File: config.mk
export PLATFORM = sky130hd
export DESIGN_NAME = inj_sweep_ctrl
export DESIGN_NICKNAME = d
export VERILOG_FILES = /design/src/rtl/inj_sweep_ctrl.sv
export SDC_FILE = /design/constraint.sdc
export NUM_CORES = 1
export LEC_CHECK = 0
export ABC_AREA = 1
export CAP_MARGIN = 10
export CORE_ASPECT_RATIO = 0.9
export CORE_MARGIN = 1
export CORE_UTILIZATION = 45
export CTS_BUF_LIST = sky130_fd_sc_hd__clkbuf_4
export DETAILED_ROUTE_END_ITERATION = 12
export GPL_ROUTABILITY_DRIVEN = 0
export PLACE_DENSITY_LB_ADDON = 0.12
export SETUP_SLACK_MARGIN = 0.2
export SLEW_MARGIN = 20
export SYNTH_ARGS = -nofsm -noshare
export SYNTH_HDL_FRONTEND = slang
export SYNTH_SLANG_ARGS = --single-unit
File: constraint.sdc
create_clock -name clk -period 10.9 [get_ports clk]
set_input_delay 2.18 -clock clk [delete_from_list [all_inputs] [get_ports clk]]
set_output_delay 2.18 -clock clk [all_outputs]
set_load 0.05 [all_outputs]
File: src/rtl/inj_sweep_ctrl.sv
// rtl/inj_sweep_ctrl.sv - key-triggered frame-address sequencer for ICAP fault injection
// Issues single, sweep or looping injection runs with settle gap, timeout and abort.
module inj_sweep_ctrl #(
   parameter int ADDR_W      = 32,
   parameter int CNT_W       = 16,
   parameter int ADDR_STEP   = 1,
   parameter int SETTLE_CYC  = 16,
   parameter int TIMEOUT_CYC = 65535
) (
   input  logic              clk,
   input  logic              rst,
   input  logic              key,
   input  logic              abort,
   input  logic [1:0]        mode,
   input  logic [ADDR_W-1:0] base_addr,
   input  logic [CNT_W-1:0]  frame_count,
   input  logic              flag,
   output logic              en,
   output logic [ADDR_W-1:0] frameaddr,
   output logic              busy,
   output logic              done,
   output logic              err_timeout,
   output logic [CNT_W-1:0]  inj_count,
   output logic [CNT_W-1:0]  pass_count
);
   localparam int TMR_MAX = (TIMEOUT_CYC > SETTLE_CYC) ? TIMEOUT_CYC : SETTLE_CYC;
   localparam int TMR_W   = (TMR_MAX < 2) ? 1 : $clog2(TMR_MAX);
   localparam logic [TMR_W-1:0] TO_LAST = TMR_W'(TIMEOUT_CYC - 1);
   localparam logic [TMR_W-1:0] ST_LAST = TMR_W'(SETTLE_CYC - 1);

   typedef enum logic [2:0] {
      S_IDLE, S_ISSUE, S_WAIT, S_SETTLE, S_NEXT, S_DONE
   } state_t;

   state_t              state_q, state_d;
   logic                key_s1_q, key_s1_d, key_s2_q, key_s2_d, key_prev_q, key_prev_d;
   logic                start_q, start_d;
   logic                loop_q, loop_d;
   logic [ADDR_W-1:0]   base_q, base_d;
   logic [CNT_W-1:0]    cnt_q, cnt_d, idx_q, idx_d;
   logic [TMR_W-1:0]    tmr_q, tmr_d;
   logic                en_q, en_d, busy_q, busy_d, done_q, done_d, err_q, err_d;
   logic [ADDR_W-1:0]   frameaddr_q, frameaddr_d;
   logic [CNT_W-1:0]    inj_q, inj_d, pass_q, pass_d;

   function automatic logic [CNT_W-1:0] sat_inc(input logic [CNT_W-1:0] v);
      return (&v) ? v : v + 1'b1;
   endfunction

   always_comb begin
      key_s1_d   = key;
      key_s2_d   = key_s1_q;
      key_prev_d = key_s2_q;
      start_d    = key_s2_q & ~key_prev_q;
      state_d    = state_q;
      loop_d     = loop_q;
      base_d     = base_q;
      cnt_d      = cnt_q;
      idx_d      = idx_q;
      tmr_d      = tmr_q;
      err_d      = err_q;
      inj_d      = inj_q;
      pass_d     = pass_q;
      case (state_q)
         S_IDLE: begin
            if (start_q) begin
               loop_d  = (mode == 2'd2);
               base_d  = base_addr;
               cnt_d   = (mode == 2'd1 || mode == 2'd2) ? frame_count : CNT_W'(1);
               idx_d   = '0;
               inj_d   = '0;
               pass_d  = '0;
               err_d   = 1'b0;
               state_d = (cnt_d == '0) ? S_DONE : S_ISSUE;
            end
         end
         S_ISSUE: begin
            tmr_d   = '0;
            state_d = abort ? S_DONE : S_WAIT;
         end
         S_WAIT: begin
            // A flag on the final timeout cycle still counts as success.
            if (flag) begin
               inj_d   = sat_inc(inj_q);
               tmr_d   = '0;
               state_d = (SETTLE_CYC == 0) ? S_NEXT : S_SETTLE;
            end else if (tmr_q == TO_LAST) begin
               err_d   = 1'b1;
               state_d = S_DONE;
            end else begin
               tmr_d = tmr_q + 1'b1;
            end
            if (abort) state_d = S_DONE;
         end
         S_SETTLE: begin
            if (abort) state_d = S_DONE;
            else if (tmr_q == ST_LAST) state_d = S_NEXT;
            else tmr_d = tmr_q + 1'b1;
         end
         S_NEXT: begin
            if (abort) begin
               state_d = S_DONE;
            end else if (({1'b0, idx_q} + 1'b1) < {1'b0, cnt_q}) begin
               idx_d   = idx_q + 1'b1;
               state_d = S_ISSUE;
            end else begin
               pass_d = sat_inc(pass_q);
               if (loop_q) begin
                  idx_d   = '0;
                  state_d = S_ISSUE;
               end else begin
                  state_d = S_DONE;
               end
            end
         end
         S_DONE:  state_d = S_IDLE;
         default: state_d = S_IDLE;
      endcase
      en_d        = (state_d == S_ISSUE);
      busy_d      = (state_d != S_IDLE);
      done_d      = (state_d == S_DONE);
      frameaddr_d = frameaddr_q;
      if (state_d == S_ISSUE && state_q != S_ISSUE)
         frameaddr_d = base_d + ADDR_W'(idx_d) * ADDR_W'(ADDR_STEP);
   end

   always_ff @(posedge clk or posedge rst) begin
      if (rst) begin
         state_q     <= S_IDLE;
         key_s1_q    <= 1'b0;
         key_s2_q    <= 1'b0;
         key_prev_q  <= 1'b0;
         start_q     <= 1'b0;
         loop_q      <= 1'b0;
         base_q      <= '0;
         cnt_q       <= '0;
         idx_q       <= '0;
         tmr_q       <= '0;
         en_q        <= 1'b0;
         busy_q      <= 1'b0;
         done_q      <= 1'b0;
         err_q       <= 1'b0;
         frameaddr_q <= '0;
         inj_q       <= '0;
         pass_q      <= '0;
      end else begin
         state_q     <= state_d;
         key_s1_q    <= key_s1_d;
         key_s2_q    <= key_s2_d;
         key_prev_q  <= key_prev_d;
         start_q     <= start_d;
         loop_q      <= loop_d;
         base_q      <= base_d;
         cnt_q       <= cnt_d;
         idx_q       <= idx_d;
         tmr_q       <= tmr_d;
         en_q        <= en_d;
         busy_q      <= busy_d;
         done_q      <= done_d;
         err_q       <= err_d;
         frameaddr_q <= frameaddr_d;
         inj_q       <= inj_d;
         pass_q      <= pass_d;
      end
   end

   assign en          = en_q;
   assign frameaddr   = frameaddr_q;
   assign busy        = busy_q;
   assign done        = done_q;
   assign err_timeout = err_q;
   assign inj_count   = inj_q;
   assign pass_count  = pass_q;
endmodule

==> key figures, run 1 <==
Synth
  – Top post-synthesis cells by area: dfrtp_1 (40%), nand2_1 (16%), inv_1 (5.7%)
  – Net Count, Synth: 1419
  – Primary FF master, synth: dfrtp_1
  – Synth warnings: 0
  – Mapped Area: just under 0.01 sq mm
  – Mean Syn Cell Area: 7.29 sq um
  – Area fraction of the dominant cell type after synthesis: 0.404
  – Cells after Synth: 1326
  – Yosys reg bits: around 160
  – Post-synth EDFFs: 0
  – Ys async rst share: 1.00
  – Distinct cells, synth: between 40 and 50
  – Yosys top cell by area: dfrtp_1
  – Sequential fraction of the synthesis area: 0.404

Job
  – Max Cap Viol: 0

Timing
  – Final WS setup: 5.55 ns
  – Setup TNS: 0 ns
  – Final slew viol count: 0
  – Setup Viol. Count Final: 0
  – RSZ-0062 raised after global routing: false
  – Slew @ Worst Pin: around 0.84 ns
  – Period minus WS final: roughly 5.3 ns
  – Relative slew slack: 0.438
  – Final hold vios: 0
  – FMAX: 0.187 GHz
  – Tcrit/Tclk final: 0.490
  – Worst Skew: about 0.037 ns

Detailed routing
  – Drt pass-1 iters: 5
  – DR vias/cell: about 5.0
  – Detailed router's first-iteration violation count: 543
  – # DRC: 0
  – Detailed Route WL: roughly 24000 um
  – DR vias: between 8000 and 9000
  – Wire length per cell: 13.8 um
  – Routed Antenna Nets: 0

Placed design
  – PortBufs: around 120
  – Dpl ws: just under 5 ns
  – DP HPWL: about 18000 um

Cells and area
  – FF+latch area: about 0.0039 sq mm
  – Multi-input logic area: 0.00496 sq mm
  – Layout area overhead: 17.1%
  – FILL cells: 2092
  – Nets: ~1500
  – Fraction of layout cells with a size suffix above 1: 0.0643

Setup path
  – Worst R2R Setup Slack: 5.85 ns
  – Cell mode on critical path: nand2_1
  – Slowest cell on crit path: clkdlybuf4s50_1
  – Highest net fanout along the worst path: 23
  – Reg2Reg Depth: 33
  – CP Capture Type: flop
  – Arr. time, crit path: roughly 5.9 ns
  – CP Data Required Time: roughly 11 ns
  – Critical path class: input pin to flop
  – Startpoint type of the worst setup path: input pin
  – Crit-path max cell delay: 0.87 ns
  – CP cell instances: clkdlybuf4s50_1, inv_1, nand2_1, nand2_2, nand2_1, nand2_1, nand2_1, ha_1, inv_1, fa_1, inv_1, nand2_1, nand3_1, nand2_1, nand2_1, nand2_1, nand2_2, nand3_1, xor2_1, nand2_1, nand2_1

Clock network
  – Clock tree buffer depth: 2
  – CTS tree: done
  – Post-CTS sizing: 0
  – CTS clk-pin slew, worst paths: between 0.15 and 0.2 ns
  – Setup bufs post-CTS: 0
  – CTS H-tree lvls: 4
  – Hold_buf cts: 0
  – Number of CTS-inserted buffers: 17
  – Clock tree sinks: between 150 and 200
  – Worst-Skew Late Latency: between 0.5 and 0.6 ns
  – Root Buffer: clkbuf_4

Worst hold path
  – Hold depth: 0
  – Worst hold path type: flop to flop

Power and ir drop
  – Register share of total power: 0.298
  – Sw power: 1.53 mW
  – Combinational group share of total power: 0.592
  – Sw frac: 0.520
  – Pint: 1.42 mW
  – Clock share of power: 0.110
  – Leak Pwr: about 5.3 nW
  – Peak VDD IR: ~0.15 mV
  – Power Dens Cells: ~260 mW/mm^2

Floorplan
  – Initial core utilization: 0.461
  – DIE HEIGHT: roughly 140 um
  – Rows: 50
  – Die width: between 150 and 200 um
  – Top Ports: about 120
  – Core ar.: 0.0210 sq mm
  – Die area: between 0.02 and 0.025 sq mm

Outcome
  – Status: finished clean

GRT
  – Vias in the first global route: 8238
  – Largest net degree at the start of global routing: 91
  – First-pass GRT wire length: between 40000 and 50000 um
  – Grt total ovfl: 0
  – GR Util All Layers: 0.231
  – Initial antenna violation count: 1
==> final timing paths <==
path / start / end
max in group asynchronous: rst / frameaddr[16]$_DFFE_PP0P_
worst max register to register: idx_q[2]$_DFF_PP0_ / frameaddr[26]$_DFFE_PP0P_
worst max-delay path: abort / frameaddr[26]$_DFFE_PP0P_
min in group asynchronous: rst / cnt_q[4]$_DFFE_PP0P_
worst min register to register: key_s1_q$_DFF_PP0_ / key_prev_d$_DFF_PP0_
worst min-delay path: key_s1_q$_DFF_PP0_ / key_prev_d$_DFF_PP0_
==> area by class of cell <==
class / count / area share
multi-input cells: 972 / 0.438
inverters: 162 / 0.0541
repair buffers: 125 / 0.110
diodes: 1 / 0.000221
clock buffers: 17 / 0.0113
flip-flops and latches: 156 / 0.345
well taps: 286 / 0.0316
clock inverters: 15 / 0.00994
==> cell usage after synthesis, types with 2 or more instances <==
cell and instances:
nand4_1 21, ha_1 37, nand2_2 19, clkinv_1 3
nor3_1 23, buf_6 3, inv_1 146, a211oi_1 5
o21ai_0 98, buf_4 2, xnor2_1 19, o21ai_2 5
o31ai_1 4, o2111ai_1 2, a21oi_1 47, o21ai_1 17
nor2_1 111, nand3_1 63, nor3_2 3, inv_2 13
xor2_1 40, nand2_4 2, o21a_1 5, nor2_4 2
o21bai_1 2, nor4_1 7, nand2_1 411, nor2_2 10
dfrtp_1 156, clkbuf_1 19, buf_2 11, or2_2 3
or2_1 2, nand3b_1 4
==> stage by stage <==
stage               instances   util  cell area, sq um  total power, mW  hold WS [ns]
detailed placement       1701  0.529             11100             2.64         0.338
finish                   1734  0.540             11300             2.95         0.364
global route             1734  0.540             11300             3.23         0.371
floorplan                1326      -              9670             2.20         0.331
CTS                      1733  0.540             11300             2.97         0.368
global placement         1701  0.529             11100             2.62         0.339
==> layer usage <==
metal	GRT usage	wire, um	vias to the layer above
met5	0	0	-
met1	0.324	11700	3992
met3	0.0393	1200	24
li1	-	-	4454
met4	0.0578	309	0
met2	0.367	10800	212
==> state kept, by name, indices dropped and copies added (netlist names), 3 cells and up <==
register    count
inj_count      16
cnt_q          16
frameaddr      32
idx_q          16
pass_count     16
state_q         3
tmr_q          16
base_q         32
==> power groups by stage <==
stage | sequential, mW | combinational [mW] | clock (mW)
2_1_floorplan | 1.09 | 1.11 | 0
3_3_place_gp | 0.888 | 1.73 | 0
3_5_place_dp | 0.890 | 1.75 | 0
4_1_cts | 0.879 | 1.76 | 0.334
5_1_grt | 0.901 | 1.97 | 0.361
6_report | 0.878 | 1.75 | 0.323
==> worst max-delay path, delay by kind of cell <==
family,cells,cell delay (ns)
and+or+nand+nor,14,1.40
buffers and inverters,4,1.52
adders and majority gates,2,0.58
xor gates and xnor gates,1,0.16
==> placed cells by master (no fill, tap or decap), drive strengths merged <==
master and count:
a211oi 5, a21o 1, a21oi 48, a2bb2oi 1, a31oi 1, and3 1, buf 3, clkbuf 17
clkdlybuf4s50 122, clkinv 10, clkinvlp 2, dfrtp 156, diode 1, fa 1, ha 37, inv 165
mux2i 1, nand2 432, nand3 64, nand3b 4, nand4 21, nor2 123, nor3 26, nor4 7
o2111ai 2, o211ai 1, o21a 5, o21ai 120, o21bai 2, o22ai 1, o31ai 4, or2 5
xnor2 19, xor2 40
==> kinds of logic after synthesis <==
kind of cell             count (synthesis)  synth area share
flip-flops                             156             0.404
AO/OA/AOI/OAI                          191             0.108
multiplexers                             1           0.00104
adder cells (fa/ha/maj)                 38            0.0500
XOR/XNOR                                59            0.0534
buffers and inverters                  198            0.0831
AND/OR/NAND/NOR                        683             0.301
No activity file was read; power rests on OpenSTA's default activity.
==> inputs of run 2 (changes only) <==
- clock period: 10.9 -> 4.95 ns (I/O delays scaled with it)
==> run 2 against run 1 <==
Compared with the run above:
- final cell count increased by 1.8%
- clock skew decreased by 0.0076 ns
- critical path depth up 13
- design area is 3.4% higher
- combinational power is 150% higher
- flip-flop and latch count unchanged
- setup slack worse by 5.1 ns
- clock-buffer cell count up 1
==> key figures, run 2 (same netlist as run 1, synthesis figures left out) <==
Power and ir drop
  – Power Dens Cells: 597 mW/mm^2 (was 260 mW/mm^2)
  – Peak VDD IR: 0.401 mV (was 0.153 mV)
  – Leak Pwr: 5.47 nW (was 5.31 nW)

Timing
  – Setup Viol. Count Final: 0 (unchanged)
  – Tcrit/Tclk final: 0.898
  – FMAX: ~0.22 GHz
  – Slew @ Worst Pin: 1.31 ns (was 0.843 ns)
  – Setup TNS: 0 ns (unchanged)
  – Relative slew slack: 0.124 (was 0.438)
  – Period minus WS final: roughly 4.4 ns
  – Final slew viol count: 0 (unchanged)
  – Final hold vios: 0 (unchanged)
  – Hold Slack: 0.363 ns (was 0.364 ns)
  – Worst Skew: 0.0299 ns (was 0.0374 ns)
  – RSZ-0062 raised after global routing: true (was false)

Clock network
  – Clock tree buffer depth: 2 (unchanged)
  – Root Buffer: clkbuf_4 (unchanged)
  – Worst-Skew Late Latency: 0.59 ns (about the same)
  – Number of CTS-inserted buffers: 17 (unchanged)
  – Hold_buf cts: 0 (unchanged)
  – Clock tree sinks: 156 (unchanged)
  – CTS clk-pin slew, worst paths: 0.16 ns (was 0.17 ns)
  – CTS H-tree lvls: 4 (unchanged)
  – CTS tree: done (unchanged)

Setup path
  – Critical path class: flop to flop (was input pin to flop)
  – Slowest cell on crit path: ha_1 (was clkdlybuf4s50_1)
  – CP top delay family: simple AND/OR/NAND/NOR gates (was buffers and inverters)
  – CP Data Required Time: 5.45 ns (was 11.41 ns)
  – Crit-path max cell delay: 0.42 ns (was 0.87 ns)
  – CP Capture Type: flop (unchanged)
  – Highest net fanout along the worst path: 11 (was 23)
  – Startpoint type of the worst setup path: flop (was input pin)
  – Crit path buffers/inverters: 4 (unchanged)
  – Arr. time, crit path: 4.95 ns (was 5.86 ns)
  – Cell mode on critical path: nand2_1 (unchanged)

Placed design
  – Placed cells: 1709 (was 1701)
  – DP HPWL: 18100 um (was 17700 um)
  – PortBufs: 122 (unchanged)

GRT
  – GR Util All Layers: 0.233 (was 0.231)
  – Initial antenna violation count: 2 (was 1)
  – Largest net degree at the start of global routing: 99 (was 91)
  – Grt total ovfl: 0 (unchanged)
  – Vias in the first global route: 8254 (was 8238)
  – First-pass GRT wire length: 40800 um (was 40300 um)

Detailed routing
  – Drt pass-1 iters: 5 (unchanged)
  – Routed Antenna Nets: 0 (unchanged)
  – Detailed Route WL: 25200 um (was 24000 um)
  – DR vias/cell: 5.05 (was 5.01)
  – Detailed router's first-iteration violation count: 566 (was 543)
  – DR vias: 8916 (was 8682)
  – # DRC: 0 (unchanged)
  – Wire length per cell: 14.3 um (was 13.8 um)

Cells and area
  – Fraction of layout cells with a size suffix above 1: 0.110 (was 0.0643)
  – Layout area overhead: 21.1% (was 17.1%)
  – Nets: 1557 (was 1527)
  – Commonest non-fill, non-tap cell in the layout: nand2_1 (unchanged)
  – Fin cells: 1765 (was 1734)
  – Commonest non-fill, non-tap cells in the layout: nand2_1 (399), dfrtp_1 (154), inv_1 (144) (was nand2_1 (411), dfrtp_1 (156), inv_1 (145))

Floorplan
  – Core ar.: 0.0210 sq mm (unchanged)
  – Rows: 50 (unchanged)
  – DIE HEIGHT: 141 um (unchanged)
  – Die width: 157 um (unchanged)
  – Initial core utilization: 0.461 (unchanged)
  – Top Ports: 123 (unchanged)
  – Die area: 0.0221 sq mm (unchanged)

Outcome
  – Status: finished clean (unchanged)

Worst hold path
  – Worst hold path type: flop to flop (unchanged)

Job
  – Max Cap Viol: 0 (unchanged)
[run 2: power by group]
group          internal (mW)  total [mW]  switching (mW)
logic                   1.50        4.32            2.82
registers               1.69        1.93           0.241
clock network          0.214       0.737           0.523
total                   3.40        6.99            3.58
[run 2: layout make-up]
type                    instances  area, sq um
clock buffers                  18          135
fillers                      2031         9250
well taps                     286          358
flip-flops and latches        156         3910
diodes                          2         5.00
clock inverters                14          109
repair buffers                154         1480
multi-input cells             973         5100
inverters                     162          612
[run 2: worst paths after layout]
kind	startpoint	end	slack, ns	cells past startpoint
worst min register to register	key_s1_q$_DFF_PP0_	key_prev_d$_DFF_PP0_	0.36	0
min in group asynchronous	rst	cnt_q[7]$_DFFE_PP0P_	0.74	2
worst min-delay path	key_s1_q$_DFF_PP0_	key_prev_d$_DFF_PP0_	0.36	0
max in group asynchronous	rst	idx_q[7]$_DFF_PP0_	3.30	3
worst max-delay path	idx_q[0]$_DFF_PP0_	frameaddr[29]$_DFFE_PP0P_	0.50	34
worst max register to register	idx_q[0]$_DFF_PP0_	frameaddr[29]$_DFFE_PP0P_	0.50	34
[run 2: timing repair]
action	4_1_cts	5_1_grt
endpoints found under the setup margin	0	27
setup buffers	0	21
resized for setup	0	60
[run 2: layer usage]
layer | global-route usage | share of wire | vias to the layer above
li1 | - | - | 4524
met1 | 0.333 | 0.48 | 4109
met2 | 0.365 | 0.46 | 267
met3 | 0.0421 | 0.055 | 16
met4 | 0.0531 | 0.0067 | 0
met5 | 0 | 0 | -
[run 2: per-stage QoR]
step                power (mW)  utilization  cell area, sq um  setup slack, ns
floorplan                 4.84            -              9670            0.878
global placement          5.82        0.532             11200            0.440
detailed placement        5.85        0.532             11200            0.250
CTS                       6.62        0.544             11400            0.255
global route              7.58        0.559             11700            0.102
finish                    6.99        0.559             11700            0.503
